==> src/rtl/lsram_arb_pkg.sv <==
// Shared definitions for the LSRAM request arbiter: FSM encodings, port indices, HSIZE codes.
// No logic of its own.
// Imported by the arbiter top level and its winner-select sub-module.
package lsram_arb_pkg;

  // Transfer sequencer states; the encoding is visible on debug taps, keep it fixed.
  typedef enum logic [1:0] {
    ST_IDLE  = 2'b00,
    ST_ISSUE = 2'b01,
    ST_WAIT  = 2'b10,
    ST_DONE  = 2'b11
  } arb_state_t;

  // Port indices: port 0 is the AHB-Lite slave path, port 1 the boot-loader write path.
  localparam logic PORT_AHB  = 1'b0;
  localparam logic PORT_BOOT = 1'b1;

  // AHB HSIZE encodings passed straight through to the SRAM controller.
  localparam logic [2:0] HSIZE_BYTE = 3'b000;
  localparam logic [2:0] HSIZE_HALF = 3'b001;
  localparam logic [2:0] HSIZE_WORD = 3'b010;

  // Width of the consecutive port-0 grant counter (MAX_CONSEC is limited to 255).
  localparam int CONSEC_W = 8;

  // Port index to one-hot grant vector.
  function automatic logic [1:0] port_onehot(input logic port);
    return port ? 2'b10 : 2'b01;
  endfunction

endpackage

==> src/rtl/lsram_arb_pick.sv <==
// Combinational winner select between the two LSRAM requesters.
// Zero latency; result is only used by the top level in its IDLE cycle.
// No flow control of its own: outputs 00 when nobody is requesting.
module lsram_arb_pick
  import lsram_arb_pkg::*;
#(
  parameter int ARB_MODE   = 0,
  parameter int MAX_CONSEC = 8
) (
  input  logic [1:0]          reqs,
  input  logic                last_gnt,
  input  logic [CONSEC_W-1:0] consec_cnt,
  output logic [1:0]          pick
);

  localparam logic [CONSEC_W-1:0] MAX_C = CONSEC_W'(MAX_CONSEC);

  logic starve;

  // Port 1 has waited out its quota of back-to-back port-0 grants.
  assign starve = (consec_cnt >= MAX_C);

  // Pick the winner: a lone requester always wins; contention goes by the arbitration mode.
  always_comb begin
    pick = reqs;
    if (reqs == 2'b11) begin
      if (ARB_MODE == 1) begin
        pick = starve ? port_onehot(PORT_BOOT) : port_onehot(PORT_AHB);
      end else begin
        pick = port_onehot(~last_gnt);
      end
    end
  end

endmodule

==> src/rtl/lsram_req_arbiter.sv <==
// Two-port arbiter in front of the LSRAM SRAM-control request interface; one access in flight.
// Latency: request seen in IDLE at cycle 0, ahbsram_req at cycle 1, requester ack at cycle 3 (with a 1-cycle controller).
// Backpressure: BUSY holds off new grants; requesters hold their level req until their ack pulse.
module lsram_req_arbiter
  import lsram_arb_pkg::*;
#(
  parameter int MEM_AWIDTH = 19,
  parameter int ARB_MODE   = 0,
  parameter int MAX_CONSEC = 8
) (
  input  logic                  HCLK,
  input  logic                  aresetn,
  // port 0: AHB-Lite slave path
  input  logic                  m0_req,
  input  logic                  m0_write,
  input  logic [2:0]            m0_size,
  input  logic [MEM_AWIDTH-1:0] m0_addr,
  input  logic [31:0]           m0_wdata,
  output logic                  m0_ack,
  output logic [31:0]           m0_rdata,
  // port 1: boot-loader write path
  input  logic                  m1_req,
  input  logic                  m1_write,
  input  logic [2:0]            m1_size,
  input  logic [MEM_AWIDTH-1:0] m1_addr,
  input  logic [31:0]           m1_wdata,
  output logic                  m1_ack,
  output logic [31:0]           m1_rdata,
  // SRAM controller side
  output logic                  ahbsram_req,
  output logic                  ahbsram_write,
  output logic [2:0]            ahbsram_size,
  output logic [MEM_AWIDTH-1:0] ahbsram_addr,
  output logic [31:0]           ahbsram_wdata,
  input  logic                  sramahb_ack,
  input  logic [31:0]           sramahb_rdata,
  input  logic                  BUSY,
  output logic [1:0]            gnt
);

  arb_state_t          state;
  logic                owner;
  logic                last_gnt;
  logic [CONSEC_W-1:0] consec_cnt;
  logic [1:0]          reqs;
  logic [1:0]          pick;
  logic                grant_fire;
  logic                sel_write;
  logic [2:0]          sel_size;
  logic [MEM_AWIDTH-1:0] sel_addr;
  logic [31:0]         sel_wdata;
  logic [31:0]         hold0_rdata;
  logic [31:0]         hold1_rdata;
  logic                done_read;

  assign reqs = {m1_req, m0_req};

  lsram_arb_pick #(
    .ARB_MODE   (ARB_MODE),
    .MAX_CONSEC (MAX_CONSEC)
  ) u_pick (
    .reqs       (reqs),
    .last_gnt   (last_gnt),
    .consec_cnt (consec_cnt),
    .pick       (pick)
  );

  // A grant happens only from IDLE, only while the controller is free.
  assign grant_fire = (state == ST_IDLE) && !BUSY && (reqs != 2'b00);

  // Steer the winning requester's command towards the command registers.
  always_comb begin
    sel_write = m0_write;
    sel_size  = m0_size;
    sel_addr  = m0_addr;
    sel_wdata = m0_wdata;
    if (pick[1]) begin
      sel_write = m1_write;
      sel_size  = m1_size;
      sel_addr  = m1_addr;
      sel_wdata = m1_wdata;
    end
  end

  // Transfer sequencer: grant, one req pulse, wait for the controller, ack the owner.
  always_ff @(posedge HCLK or negedge aresetn) begin
    if (!aresetn) begin
      state         <= ST_IDLE;
      owner         <= PORT_AHB;
      last_gnt      <= PORT_BOOT;
      gnt           <= 2'b00;
      ahbsram_req   <= 1'b0;
      ahbsram_write <= 1'b0;
      ahbsram_size  <= 3'b000;
      ahbsram_addr  <= '0;
      ahbsram_wdata <= 32'h0;
      m0_ack        <= 1'b0;
      m1_ack        <= 1'b0;
    end else begin
      ahbsram_req <= 1'b0;
      m0_ack      <= 1'b0;
      m1_ack      <= 1'b0;
      case (state)
        ST_IDLE: begin
          if (grant_fire) begin
            owner         <= pick[1];
            gnt           <= pick;
            ahbsram_req   <= 1'b1;
            ahbsram_write <= sel_write;
            ahbsram_size  <= sel_size;
            ahbsram_addr  <= sel_addr;
            ahbsram_wdata <= sel_wdata;
            state         <= ST_ISSUE;
          end
        end
        // The controller cannot answer a request in the cycle it is issued.
        ST_ISSUE: state <= ST_WAIT;
        ST_WAIT: begin
          if (sramahb_ack) begin
            m0_ack <= (owner == PORT_AHB);
            m1_ack <= (owner == PORT_BOOT);
            state  <= ST_DONE;
          end
        end
        ST_DONE: begin
          last_gnt <= owner;
          gnt      <= 2'b00;
          state    <= ST_IDLE;
        end
        default: state <= ST_IDLE;
      endcase
    end
  end

  // Count back-to-back port-0 wins while port 1 is kept waiting.
  always_ff @(posedge HCLK or negedge aresetn) begin
    if (!aresetn) begin
      consec_cnt <= '0;
    end else if (!m1_req) begin
      consec_cnt <= '0;
    end else if (grant_fire) begin
      if (pick[1]) begin
        consec_cnt <= '0;
      end else if ((ARB_MODE == 1) && (consec_cnt != '1)) begin
        consec_cnt <= consec_cnt + CONSEC_W'(1);
      end
    end
  end

  // Read data arrives one cycle after the controller ack, i.e. in DONE.
  assign done_read = (state == ST_DONE) && !ahbsram_write;

  // Keep each port's last read value until its next read completes.
  always_ff @(posedge HCLK or negedge aresetn) begin
    if (!aresetn) begin
      hold0_rdata <= 32'h0;
      hold1_rdata <= 32'h0;
    end else if (done_read) begin
      if (owner == PORT_BOOT) hold1_rdata <= sramahb_rdata;
      else                    hold0_rdata <= sramahb_rdata;
    end
  end

  // In the ack cycle the fresh controller data bypasses the holding register.
  always_comb begin
    m0_rdata = hold0_rdata;
    m1_rdata = hold1_rdata;
    if (done_read && (owner == PORT_AHB))  m0_rdata = sramahb_rdata;
    if (done_read && (owner == PORT_BOOT)) m1_rdata = sramahb_rdata;
  end

  // Ownership and completion are exclusive between the two ports.
  a_single_owner: assert property (@(posedge HCLK) disable iff (!aresetn)
    $onehot0(gnt) && !(m0_ack && m1_ack));

endmodule

==> config.mk <==
export PLATFORM = sky130hd
export DESIGN_NAME = lsram_req_arbiter
export DESIGN_NICKNAME = d
export VERILOG_FILES = /design/src/rtl/lsram_arb_pkg.sv /design/src/rtl/lsram_arb_pick.sv /design/src/rtl/lsram_req_arbiter.sv
export SDC_FILE = /design/constraint.sdc
export NUM_CORES = 1
export LEC_CHECK = 0
export ABC_AREA = 1
export ABC_CLOCK_PERIOD_IN_PS = 1950
export BUFFER_PORTS_ARGS = -buffer_cell sky130_fd_sc_hd__buf_2
export CAP_MARGIN = 20
export CORE_ASPECT_RATIO = 2
export CORE_UTILIZATION = 47
export DETAILED_ROUTE_END_ITERATION = 16
export GPL_TIMING_DRIVEN = 0
export PLACE_DENSITY = 0.81
export SETUP_SLACK_MARGIN = 0.02
export SLEW_MARGIN = 0
export SYNTH_ARGS = -nofsm -noshare
export SYNTH_HDL_FRONTEND = slang
export SYNTH_SLANG_ARGS = --single-unit
==> constraint.sdc <==
create_clock -name HCLK -period 1.95 [get_ports HCLK]
set_input_delay 0.195 -clock HCLK [delete_from_list [all_inputs] [get_ports HCLK]]
set_output_delay 0.195 -clock HCLK [all_outputs]
set_load 0.005 [all_outputs]
---- Word level (Yosys, flattened, before mapping) ----
Cells that the tools add are included.
storage, ports and cells
  flip-flop bits (word level) ............. 128
  bits of input ports ..................... 148
  output and inout bits ................... 124
  logic and storage cells ................. 54
cells by class
  equal/unequal tests ..................... 6
  muxes and demuxes ....................... 19
  bitwise operators ....................... 1
  reduce and logical (&&, ||, !) cells .... 15
operators with widths
  operator                                                         count
  32-bit two-way mux                                               3
  19-bit two-way mux                                               1
  2-bit two-way mux                                                5
  2-bit AND reduction                                              5
  2-bit one-hot mux with 4 select lines                            1
  1-bit two-way mux                                                7
  2-bit == test, second input constant                             3
  1-bit logical AND                                                5
  2-bit inequality test, second input constant                     2
  2-bit one-hot mux with 2 select lines                            1
  2-bit nonzero test                                               2
  3-bit two-way mux                                                1
  2-bit by 1-bit == test with 1-bit output, second input constant  1
  1-bit logical NOT                                                2
  2-bit logical NOT                                                1
  1-bit NOT                                                        1

---- Longest topological paths before layout ----
Gate-level depths: netlist of run 1.
  depth after elaboration ................. 5
  gate-level depth with buffers ........... 9
  mapped depth without buffers ............ 7

---- By module ----
Synthesis of run 1 repeated with hierarchy kept, for this count alone.
second synthesis, totals
  cells, all modules ...................... 735
  area total of the unflattened synthesis .. 5796.8 sq um
modules (own cells, without submodules)
  module             instances  cells each  area each (sq um)  sequential area each (sq um)
  lsram_req_arbiter  1          730         5775.5             3204.3
  lsram_arb_pick     1          5           21.3               0.0

---- Worst setup path after synthesis of run 1 ----
Ideal clock, no wire load.
  kind .................................... register to output
  from .................................... reg state[1]
  to ...................................... out m1_rdata[10]
  data arrival time ....................... 1.256 ns
  required time ........................... 1.755 ns
  slack ................................... 0.499 ns
  stages on the path, launching flop included .. 6
  path buffers ............................ 1
  path through ............................ dfrtp_1 ha_1 nand3_2 clkbuf_1 nand2_1 o21ai_0
between the ends
  word-level cells in the longest chain between the ends .. 4
RTL lines
  what                    line                      text
  start, declared         lsram_req_arbiter.sv:41   arb_state_t state;
  start signal, assigned  lsram_req_arbiter.sv:88   state <= ST_IDLE;
  start signal, assigned  lsram_req_arbiter.sv:113  state <= ST_ISSUE;
  start signal, assigned  lsram_req_arbiter.sv:117  ST_ISSUE: state <= ST_WAIT;
  2-bit == test           lsram_req_arbiter.sv:151  assign done_read = (state == ST_DONE) && !ahbsram_write;
  1-bit logical AND       lsram_req_arbiter.sv:151
  1-bit logical AND       lsram_req_arbiter.sv:169  if (done_read && (owner == PORT_BOOT)) m1_rdata = sramahb_rdata;
  32-bit two-way mux      lsram_req_arbiter.sv:169
  end, declared           lsram_req_arbiter.sv:28   output logic [31:0] m1_rdata,
No other way between the ends.

---- Final worst setup path of run 1 ----
  from .................................... reg state[0]
  to ...................................... out m0_rdata[28]
between the ends
  word-level cells in the longest chain between the ends .. 4
RTL lines
  what                line                      text
  2-bit == test       lsram_req_arbiter.sv:151
  1-bit logical AND   lsram_req_arbiter.sv:151
  1-bit logical AND   lsram_req_arbiter.sv:168  if (done_read && (owner == PORT_AHB)) m0_rdata = sramahb_rdata;
  32-bit two-way mux  lsram_req_arbiter.sv:168
  end, declared       lsram_req_arbiter.sv:20   output logic [31:0] m0_rdata,
No other way between the ends.

==> impl_metrics.tcl, run 1 <==
set metrics [dict create \
    pwr-share-seq_pct 33.0 \
    grt_pass1_vias 5845 \
    drt_iter0_drc 222 \
    hold_path_class "primary input to flop" \
    finalCritPeriodShare_pct 100 \
    portBuffers 271 \
    die_x_um 80.8 \
    clock_sinks 128 \
    drt_wl_total_mm 17.6 \
    cp.required_ns 1.75 \
    dr.pass1.iters 5 \
    min_path_cells 3 \
    power_frac_comb_pct 42.3 \
    tightest_slew_ns 0.594 \
    synth_top_area_share_pct 54.4 \
    cts_tree "done" \
    whs_endpoint "m0_ack$_DFF_PN0_" \
    dp_hpwl_mm 12.6 \
    power_density_nw_per_um2 1580 \
    dieArea_um2 12900 \
    grt_overflow 0 \
    maxSlewViolCount 0 \
    core_area_um2 12100 \
    synth_nets 894 \
    yosysTopAreaCell "dfrtp_1" \
    root_buffer "clkbuf_16" \
    dp.cells 1161 \
    routabilityCongestion 0.914 \
    path_clk_slew_ns 0.06 \
    final_util_pct 71.2 \
    ios 272 \
    grt_max_degree 68 \
    track_usage_pct 26.5 \
    maxCapViolCount 0 \
    clk_latency_ns 0.41 \
    ir_drop_mv 1.08 \
    crit_type "flop to output pin" \
    cts_buffers 17 \
    worst-path-max-fanout 6 \
    start_kind "flop" \
    reg2reg_from "state[0]$_DFFE_PN0P_" \
    die-height_um 160 \
    ys_warn_count 0 \
    cts_max_level 4 \
    ys_seq_elements 128 \
    antenna_found_initial 1 \
    layout.nets 1200 \
    relSlewSlack_pct 60.4 \
    rows 57 \
    yosysSeqAreaShare_pct 54.9 \
    p_int_mw 8.72 \
    crit_path_end_kind "output pin" \
    skew_ns 0.0102 \
    setup-tns-final_ns -0.00312 \
    grt_pass1_wl_mm 26.2 \
    vias 6067 \
    pwr-share-clk_pct 24.7 \
    r2r_cells 10 \
    violations "negative setup slack" \
    avgSynthCellArea_um2 7.87 \
    status "finished, violations left" \
    p_total_mw 13.7 \
    clockBufferDepth 2 \
    wire_per_inst_um 14.6 \
    arrival_ns 1.76 \
    layout_setup_ws_ns -0.00312 \
    synth_area_leaders "dfrtp_1 (54%), nand2_1 (23%), o21ai_0 (7.1%)" \
    reg2reg_setup_slack_ns 0.11 \
    synthToLayoutAreaGrowth_pct 47.8 \
    final.min_clock_period_ns 1.95 \
    antenna_left 0 \
    layout-drive-gt1-share_pct 39.2 \
    hold_viol 0 \
    num_antenna_cells 0 \
    clock.fmax_ghz 0.512 \
    routed_via_density 5.03 \
    synth_area_um2 5840 \
    power_leakage_nw 4.99 \
    synthCells 742 \
    start_util_pct 48.2 \
    drc 0 \
    switching_share_pct 36.1 \
    min_from "sramahb_ack" \
    grt_setup_unrepaired "true" \
    synth_cell_types 17 \
    p_sw_mw 4.93 \
    setup_viol 1 \
    reg2reg_to "ahbsram_addr[4]$_DFFE_PN0P_" \
    final_cells 1207 \
]
-- power groups by stage --
stage / Combinational [mW] / Clock (mW) / Sequential (mW)
floorplan: 2.53 / 0 / 4.41
global placement: 4.72 / 0 / 4.37
detailed placement: 4.81 / 0 / 4.42
CTS: 5.17 / 3.41 / 4.41
global route: 6.40 / 3.51 / 4.62
finish: 5.78 / 3.37 / 4.51
-- area by class of cell --
cell class	count	area (um^2)
multi-input cells	526	2500
clock buffers	18	439
well taps	147	184
inverters	42	158
clock inverters	13	188
fillers	973	3500
repair buffers	287	1590
flip-flops and latches	128	3200
plain buffers	46	364
-- per-stage QoR --
step	hold WS (ns)	worst slack, ns	cell area (um^2)
after global routing	0.0672	-0.0922	8630
final	0.0547	-0.00312	8630
after CTS	0.0441	-0.0227	8210
after floorplan	-0.101	0.499	5840
after detailed placement	0.218	0.0177	7410
after global placement	0.455	-0.979	7380
-- state kept, by name (all words and copies together), names as in the netlist --
signal	count
ahbsram_wdata	32
hold0_rdata	32
hold1_rdata	32
ahbsram_addr	19
ahbsram_size	3
gnt	2
state	2
ahbsram_req	1
ahbsram_write	1
last_gnt	1
m0_ack	1
m1_ack	1
owner	1
-- critical path, cell delays in order, from the launching register on --
cell and delay, ns:
dfrtp_1 0.41, ha_4 0.20, nand3_4 0.13, clkbuf_16 0.19, buf_12 0.13, o21ai_1 0.15
buf_2 0.14
-- synthesized netlist by cell type, drive strengths merged --
library cell and n:
dfrtp 127, clkbuf 15, or2 1, nand2 353
dfstp 1, o21bai 1, nor2 4, o21ai 99
buf 31, inv 42, ha 4, nor3 2
nand3 62
-- what timing repair did --
item,CTS,global route
setup buffers,4,5
endpoints found under the hold margin,60,0
resized for setup,79,97
gates cloned,0,5
endpoints found under the setup margin,64,107
pin swaps,1,3
hold buffers,1,0
-- cell families after synthesis --
| kind of cell | Yosys count | synth area share, % |
|---|---|---|
| fa+ha+maj | 4 | 0.857 |
| flops | 128 | 54.9 |
| simple gates | 422 | 28.7 |
| buf+inv | 88 | 6.92 |
| compound gates | 100 | 8.62 |
-- worst max-delay path by stage --
stage | start | to | slack, ns | cells past startpoint
after floorplan | state[1]$_DFFE_PN0P_ | m1_rdata[10] | 0.50 | 5
final | state[0]$_DFFE_PN0P_ | m0_rdata[28] | -0.003 | 6
after CTS | state[1]$_DFFE_PN0P_ | m1_rdata[5] | -0.02 | 5
after global placement | aresetn | ahbsram_addr[12]$_DFFE_PN0P_ | -0.98 | 1
after detailed placement | state[1]$_DFFE_PN0P_ | m1_rdata[27] | 0.02 | 5
after global routing | state[0]$_DFFE_PN0P_ | m0_rdata[28] | -0.09 | 6
-- cell usage in the layout (no fill, tap or decap), types with 2 or more instances in the layout --
| cell | Yosys | final |
|---|---|---|
| bufinv_16 | 0 | 4 |
| nor2_2 | 0 | 2 |
| clkinv_4 | 0 | 3 |
| clkbuf_1 | 15 | 7 |
| buf_6 | 2 | 7 |
| nor2_1 | 4 | 2 |
| o21ai_1 | 16 | 44 |
| nand2_2 | 0 | 12 |
| ha_1 | 4 | 3 |
| dfrtp_1 | 127 | 127 |
| inv_2 | 0 | 2 |
| buf_12 | 0 | 3 |
| clkbuf_16 | 0 | 22 |
| clkinvlp_4 | 0 | 3 |
| buf_4 | 9 | 20 |
| o21ai_2 | 0 | 24 |
| buf_8 | 0 | 3 |
| o21ai_0 | 83 | 30 |
| buf_2 | 20 | 284 |
| inv_1 | 42 | 40 |
| nand3_1 | 60 | 60 |
| nand3_4 | 0 | 2 |
| clkinv_2 | 0 | 2 |
| nor3_1 | 2 | 2 |
| nand2_4 | 0 | 14 |
| nand2_1 | 353 | 327 |
-- routing by layer --
metal | part of all wire, % | routed length (um) | up-vias | GRT usage [%]
li1 | - | - | 2953 | -
met4 | 4.4 | 783 | 2 | 15.3
met2 | 56 | 9850 | 248 | 49.5
met5 | 0.057 | 10 | - | 0
met3 | 5.7 | 1000 | 61 | 6.17
met1 | 34 | 6000 | 2803 | 24.8
(Power assumes the default switching activity.)
==> inputs of run 2 (changes only) <==
Settings changed: SYNTH_HIERARCHICAL set to 1.
==> impl_metrics.tcl, run 2 <==
set metrics [dict create \
    critPathMaxStageDelay_ns 0.39 \
    dp_hpwl_mm 12.7 \
    portBuffers 271 \
    regArea_um2 3210 \
    routabilityCongestion 0.873 \
    final_util_pct 70.7 \
    cp.required_ns 1.75 \
    relSlewSlack_pct 61.9 \
    drt_iter0_drc 198 \
    final_common_cell "buf_2" \
    layout_setup_ws_ns -0.0160 \
    synth_nets 886 \
    crit_type "flop to output pin" \
    crit_path_end_kind "output pin" \
    multiInputGateArea_um2 2300 \
    ios 272 \
    routed_via_density 4.85 \
    finalCritPeriodShare_pct 101 \
    core_area_um2 12100 \
    power_density_nw_per_um2 1560 \
    layout.nets 1188 \
    synthToLayoutAreaGrowth_pct 47.0 \
    ys_warn_count 6 \
    dieArea_um2 12800 \
    cts_tree "done" \
    path_buf_inv 2 \
    violations "negative setup slack" \
    ir_drop_mv 0.886 \
    maxSlewViolCount 0 \
    hold_path_class "primary input to flop" \
    crit_chain "ha_4, nand3_4, buf_6, o21ai_1, buf_2" \
    hold_viol 0 \
    arrival_ns 1.77 \
    r2r_cells 11 \
    drt_wl_total_mm 17.2 \
    setup_viol 1 \
    die_x_um 80.5 \
    dr.pass1.iters 6 \
    clockBufferDepth 2 \
    drc 0 \
    antenna_found_initial 1 \
    final.min_clock_period_ns 1.97 \
    clock_sinks 128 \
    root_buffer "clkbuf_16" \
    rows 57 \
    tightest_slew_ns 0.572 \
    reg2reg_from "state[0]$_DFFE_PN0P_" \
    grt_setup_unrepaired "true" \
    start_kind "flop" \
    wire_per_inst_um 14.4 \
    setup-tns-final_ns -0.0160 \
    cp.depth 5 \
    antenna_left 0 \
    synthCells 734 \
    status "finished, violations left" \
    skew_ns 0.00961 \
    reg2reg_to "ahbsram_addr[7]$_DFFE_PN0P_" \
    slowest_stage "dfrtp_1" \
    power_leakage_nw 4.92 \
    clock.fmax_ghz 0.509 \
    most-common-layout-cells "buf_2 (285), nand2_1 (266), dfrtp_1 (126)" \
    maxCapViolCount 0 \
    die-height_um 159 \
    worst-path-max-fanout 10 \
    crit_family "flip-flops" \
    pre_cts_ws_ns -0.00580 \
    cts_max_level 4 \
    start_util_pct 48.1 \
    reg2reg_setup_slack_ns 0.16 \
    vias 5801 \
    grt_pass1_wl_mm 27.0 \
    path_clk_slew_ns 0.05 \
    crit_end "m1_rdata[13]" \
    synth_area_um2 5790 \
    track_usage_pct 27.7 \
    fillers 967 \
    cts_buffers 17 \
    reg_top3 "ahbsram_wdata: 32 flops, hold0_rdata: 32 flops, hold1_rdata: 32 flops" \
    grt_max_degree 70 \
    grt_pass1_vias 5777 \
    grt_overflow 0 \
    layout-drive-gt1-share_pct 39.6 \
    critPathLaunch "state[1]$_DFFE_PN0P_" \
    clk_latency_ns 0.41 \
    avgSynthCellArea_um2 7.89 \
]
[run 2: where the power goes]
group | internal [mW] | switching (mW) | total (mW)
Sequential | 3.92 | 0.599 | 4.52
Combinational | 2.47 | 2.99 | 5.46
Clock | 2.12 | 1.17 | 3.29
Total | 8.51 | 4.76 | 13.3
[run 2: through the flow]
step | cell area (um^2) | total power [mW] | hold WS [ns] | cells
5_1_grt | 8520 | 14.2 | 0.0630 | 1197
6_report | 8520 | 13.3 | 0.0638 | 1197
2_1_floorplan | 5790 | 6.70 | -0.101 | 734
3_5_place_dp | 7370 | 9.02 | 0.208 | 1153
3_3_place_gp | 7330 | 8.85 | 0.455 | 1152
4_1_cts | 8200 | 12.7 | 0.0367 | 1193
[run 2: worst min path at each step]
stage	start	to	cells after the start	slack, ns
2_1_floorplan	aresetn	ahbsram_addr[0]$_DFFE_PN0P_	0	-0.10
4_1_cts	sramahb_ack	m1_ack$_DFF_PN0_	3	0.04
3_5_place_dp	aresetn	hold1_rdata[10]$_DFFE_PN0P_	1	0.21
3_3_place_gp	hold0_rdata[23]$_DFFE_PN0P_	hold0_rdata[23]$_DFFE_PN0P_	2	0.46
5_1_grt	sramahb_ack	m1_ack$_DFF_PN0_	3	0.06
6_report	sramahb_ack	m0_ack$_DFF_PN0_	3	0.06
[run 2: area by class of cell]
class	instances	area share (%)
inverter	97	4.28
multi-input combinational	469	27.0
sequential	128	37.6
buffer	40	3.78
timing repair buffer	283	17.8
tap	147	2.16
clock buffer	20	5.48
antenna	1	0.0294
clock inverter	12	1.85
[run 2: routing by layer]
metal	wire (um)	track usage [%]	vias to the layer above
met1	6140	27.6	2684
met2	9700	52.0	196
met3	846	5.79	39
met5	0	0	-
li1	-	-	2882
met4	517	13.2	0
[run 2: worst reg2reg max path: cells and delay by family (launching register included)]
kind	cells	cell delay (ns)
AO/OA/AOI/OAI	1	0.09
buffers and inverters	6	0.81
AND/OR/NAND/NOR	3	0.22
adder cells (fa/ha/maj)	1	0.16
flip-flops	1	0.40
[run 2: timing repair]
action	4_1_cts	5_1_grt
endpoints found under the setup margin	64	64
gates cloned	1	1
pin swaps	0	3
buffers inserted	6	2
endpoints found under the hold margin	58	0
hold buffers	1	0
resized for setup	79	108
